<file path="src/rtl/md5_block_packetizer.sv">
// Serialises one 512-bit MD5 block into a single credit-flow-controlled NoC packet.
// Flit 0 appears one cycle after accept; the block period is NUM_FLITS+1 cycles.
module md5_block_packetizer #(
  parameter int FLIT_DATA_WIDTH = 32,
  parameter int DEST_BITS       = 2,
  parameter int VC_BITS         = 1,
  parameter int VC_ID           = 0,
  parameter int BUF_DEPTH       = 8
) (
  input  logic                                              clk,
  input  logic                                              rst_n,
  input  logic                                              blk_valid,
  output logic                                              blk_ready,
  input  logic [511:0]                                      message,
  input  logic [DEST_BITS-1:0]                              blk_dest,
  output logic [2+FLIT_DATA_WIDTH+DEST_BITS+VC_BITS-1:0]    flit_out,
  input  logic [VC_BITS:0]                                  credit_in,
  output logic                                              busy,
  output logic                                              credit_err
);

  localparam int NUM_FLITS = 512 / FLIT_DATA_WIDTH;
  localparam int IDX_W     = (NUM_FLITS > 1) ? $clog2(NUM_FLITS) : 1;
  localparam int CNT_W     = $clog2(BUF_DEPTH + 1);
  localparam logic [IDX_W-1:0]   LAST_IDX = IDX_W'(NUM_FLITS - 1);
  localparam logic [CNT_W-1:0]   FULL     = CNT_W'(BUF_DEPTH);
  localparam logic [VC_BITS-1:0] VC       = VC_BITS'(VC_ID);

  typedef enum logic [1:0] {S_RST, S_IDLE, S_SEND} state_t;

  state_t                                     state, state_nxt;
  logic [NUM_FLITS-1:0][FLIT_DATA_WIDTH-1:0]  msg_q;
  logic [DEST_BITS-1:0]                       dest_q;
  logic [IDX_W-1:0]                           idx;
  logic [CNT_W-1:0]                           credits;
  logic                                       accept;
  logic                                       send;
  logic                                       ret;
  logic                                       last;

  assign accept = (state == S_IDLE) && blk_valid;
  assign send   = (state == S_SEND) && (credits != '0);
  assign ret    = credit_in[VC_BITS] && (credit_in[VC_BITS-1:0] == VC);
  assign last   = (idx == LAST_IDX);

  always_ff @(posedge clk or negedge rst_n) begin
    if (!rst_n) state <= S_RST;
    else        state <= state_nxt;
  end

  always_comb begin
    state_nxt = state;
    case (state)
      S_RST:   state_nxt = S_IDLE;
      S_IDLE:  if (blk_valid) state_nxt = S_SEND;
      S_SEND:  if (send && last) state_nxt = S_IDLE;
      default: state_nxt = S_RST;
    endcase
  end

  always_comb begin
    blk_ready = (state == S_IDLE);
    busy      = (state == S_SEND);
  end

  always_ff @(posedge clk or negedge rst_n) begin
    if (!rst_n) begin
      msg_q    <= '0;
      dest_q   <= '0;
      idx      <= '0;
      flit_out <= '0;
    end else begin
      if (accept) begin
        msg_q  <= message;
        dest_q <= blk_dest;
        idx    <= '0;
      end else if (send) begin
        idx <= last ? '0 : idx + IDX_W'(1);
      end
      // Word 0 (message[W-1:0]) leads so MD5 word M[0] is the head flit.
      flit_out <= send ? {1'b1, last, dest_q, VC, msg_q[idx]} : '0;
    end
  end

  // A send and a matching return on the same edge cancel out.
  always_ff @(posedge clk or negedge rst_n) begin
    if (!rst_n) begin
      credits    <= FULL;
      credit_err <= 1'b0;
    end else if (send && !ret) begin
      credits <= credits - CNT_W'(1);
    end else if (ret && !send) begin
      if (credits == FULL) credit_err <= 1'b1;
      else                 credits    <= credits + CNT_W'(1);
    end
  end

endmodule

</file>
<file path="config.mk">
export PLATFORM = sky130hd
export DESIGN_NAME = md5_block_packetizer
export DESIGN_NICKNAME = d
export VERILOG_FILES = /design/src/rtl/md5_block_packetizer.sv
export SDC_FILE = /design/constraint.sdc
export NUM_CORES = 1
export LEC_CHECK = 0
export CAP_MARGIN = 30
export CELL_PAD_IN_SITES_DETAIL_PLACEMENT = 0
export CELL_PAD_IN_SITES_GLOBAL_PLACEMENT = 1
export CORE_MARGIN = 2
export CORE_UTILIZATION = 38
export DETAILED_ROUTE_END_ITERATION = 6
export GPL_TIMING_DRIVEN = 0
export PLACE_DENSITY_LB_ADDON = 0.15
export REMOVE_ABC_BUFFERS = 1
export SLEW_MARGIN = 20
export SYNTH_ARGS = -nofsm -noshare
export SYNTH_HDL_FRONTEND = slang
export SYNTH_SLANG_ARGS = --single-unit
</file>
<file path="constraint.sdc">
create_clock -name clk -period 2.5 [get_ports clk]
set_input_delay 0.625 -clock clk [delete_from_list [all_inputs] [get_ports clk]]
set_output_delay 0.625 -clock clk [all_outputs]
set_load 0.03 [all_outputs]
</file>
==> metrics.txt <==
Detailed Routing Iterations Pass 1=5; pin count of the biggest net entering global routing=102; skew final=0.01795 ns; root buf cell=clkbuf_16; Hold/Removal Path Class=flip-flop to flip-flop; Detailed Place HPWL=54.22 mm; CTS tree=done; Critical Path Sink=credits[3]; share of cells above drive strength 1=0.09981; Slew @ Worst Pin=0.8150 ns; CP startpoint=credits[0]; Synth Instances=2,584; register share of total power=0.409; Port Buf Inserts=557; largest fanout on the critical path=8; first-pass GRT wire length=118.6 mm; final setup violation count=0; DR DRC count=0; Hold Slack=0.4666 ns; Clock Tree Buf Depth=3; Die Y-Extent=258.5 um; final core occ=0.5274; WP data required=just over 3 ns; Placed Instances=3,887; Cell Area, Synth=roughly 25,000 um2; combinational share of power=0.351; final std cells w/o fill=4,037; Synth area leaders=dfrtp_1, nand2_1, mux4_2; Remaining Overflow, GRT=0; Clock Latency Late Sink=slightly above 0.6 ns; Detail Route Antenna Nets=0; clock sink total=561; fin nets=between 3,000 and 4,000; CP arrival=~2.9 ns; IO Count=around 560; Switching Power=12,770 uW; outcome=finished, final reports clean; antenna violations before repair=39; proportion of power drawn by the clock network=0.240; crit share post-route=0.9490; leakage dissipation=0.01628 uW; WS Path Type=flip-flop to flip-flop; maximum clock rate=0.4215 GHz; H-tree depth=2; Worst R2R Start=credits[0]; biggest area consumer among synthesized cells=dfrtp_1; flop-to-flop setup slack=0.13 ns; Slew Limit Headroom=0.4544; top_reg_cell synth=dfrtp_1; Distinct cells, synth=39; Int Pwr=about 25,000 uW; RSZ-0062 raised after global routing=no; CTS clk-pin slew, worst paths=0.06 ns; Reg2Reg Depth=8; drt wl/cell=around 19 um; vias per cell=4.847; PD cells=1117 nW/um2; Total GRT Usage=0.2302; Async SR Flop Fraction=1.000; Register Area=~14,000 um2; area of the multi-input gates=9791 um2; FF-to-FF End=credits[3]; sequential-to-total area share from yosys stat=0.5704; CTS Buf Count=61; die area=66,830 um2; Via Count=between 15,000 and 20,000; Die X=between 200 and 300 um; Tmin final=2.373 ns; Final Hold Vio Count=0; area growth from synthesis to final layout=37.61%; Placement Cell Area=31,570 um2; Critical Path End Type=flip-flop; Post-synth EDFFs=0; first-iteration detailed-routing DRC count=roughly 1,400; vias in the first global route=20,382; Synth top area share=0.5693; Initial Util=0.3832; crit start category=flip-flop; Total Wirelength=76.84 mm; yosys warns=0; # fillers=5,887; Core Region=64,230 um2; max-slew violations=0; Avg Cell Area, Syn=around 9.5 um2; Worst VDD drop=693.9 uV; Switching Fraction=0.3374; Max-cap violations=0; cell area after layout=33,870 um2; row count=93; #FFs+latches synth=561; GP Congestion=0.8184
## sequential cells by signal, indices dropped and copies added, names as in the netlist
signal      flops
credit_err      1
credits         4
dest_q          2
flit_out       36
idx             4
msg_q         512
state           2
## repair_timing
item,4_1_cts,5_1_grt
buffers inserted,5,8
pin swaps,4,1
hold buffers,2,0
gates cloned,4,1
setup endpoints to repair,144,169
gates resized for setup,11,1
endpoints found under the hold margin,56,0
## cell usage after synthesis, types with 2 or more instances
cell type and instances:
and2_1 4, ha_1 5, a21oi_1 8, a22oi_1 31
inv_1 35, buf_2 65, nand2b_1 4, buf_4 11
dfrtp_1 560, xor2_1 2, o211ai_1 31, nor2_1 3
nor3_1 2, buf_1 3, xnor2_1 2, clkbuf_1 81
nand3b_1 3, nand2_1 1583, mux4_2 129, nor3b_1 3
## worst min path at each step
stage                     cells past startpoint         end       start  slack (ns)
after floorplan                               0  credit_err       rst_n        0.33
after global placement                        2   dest_q[1]   dest_q[1]        0.45
after detailed placement                      2  msg_q[238]  msg_q[238]        0.46
after CTS                                     2  msg_q[238]  msg_q[238]        0.47
after global routing                          2  msg_q[211]  msg_q[211]        0.48
final                                         2  msg_q[211]  msg_q[211]        0.47
## critical path, cell delays in order, from the launching register on
cell and delay (ns):
dfrtp_1 0.48, nor4_4 0.41, nor2_4 0.12, buf_4 0.15, ha_1 0.22, nand3b_1 0.17
a211o_1 0.27, a21oi_1 0.14, mux2_1 0.33
## final cells by class
class                   count  area share
flip-flops and latches    561      0.4147
repair buffers            627      0.2000
multi-input cells        1829      0.2890
diodes                     26    0.001921
clock buffers              82     0.05182
clock inverters            22    0.007092
well taps                 855     0.03158
inverters                  35    0.003878
## power by group through the flow
stage               sequential [uW]  clock (uW)  combinational [uW]
global route                  16000        9690               15000
floorplan                     14700           0                7720
detailed placement            15600           0               13100
global placement              13200           0                7760
finish                        15500        9100               13300
CTS                           15500        9330               13400
## stage by stage
stage / power, uW / worst slack (ns) / setup TNS (ns)
2_1_floorplan: 22450 / -7.389 / -3880.89
3_3_place_gp: 20980 / -24.34 / -
3_5_place_dp: 28690 / -0.7424 / -166.10
4_1_cts: 38190 / 0.01906 / 0
5_1_grt: 40660 / 0.01815 / 0
6_report: 37840 / 0.1274 / 0
## placed cells by master, fill, tap and decap left out, drive strengths merged, types with 2 or more instances in the layout
cell type,instances
o211ai,31
a21oi,8
nor4,3
inv,35
clkinvlp,2
bufinv,5
xor2,2
nand3b,3
clkbuf,83
and2,5
dfrtp,560
mux4,129
nor3,2
diode,26
nand2b,4
ha,5
nor3b,3
xnor2,2
nand2,1585
nor2,4
clkinv,15
a22oi,31
clkdlybuf4s50,553
clkdlybuf4s15,2
buf,68
## metal layers
metal / part of all wire / track usage / vias up
li1: - / - / 9301
met1: 0.42 / 0.2984 / 9619
met2: 0.48 / 0.3765 / 473
met3: 0.068 / 0.06377 / 140
met4: 0.025 / 0.07177 / 36
met5: 0.0032 / 0 / -
## kinds of logic after synthesis
kind of cell    count (synthesis)  share of synthesized area
simple gates                 1610                     0.2493
flops                         561                     0.5704
buf+inv                       197                    0.03538
mux                           130                     0.1185
compound gates                 76                    0.02231
fa+ha+maj                       5                   0.002542
xor+xnor                        4                   0.001424
other cells                     1                  0.0001523
Note: power is estimated with default switching activity, not from simulation.
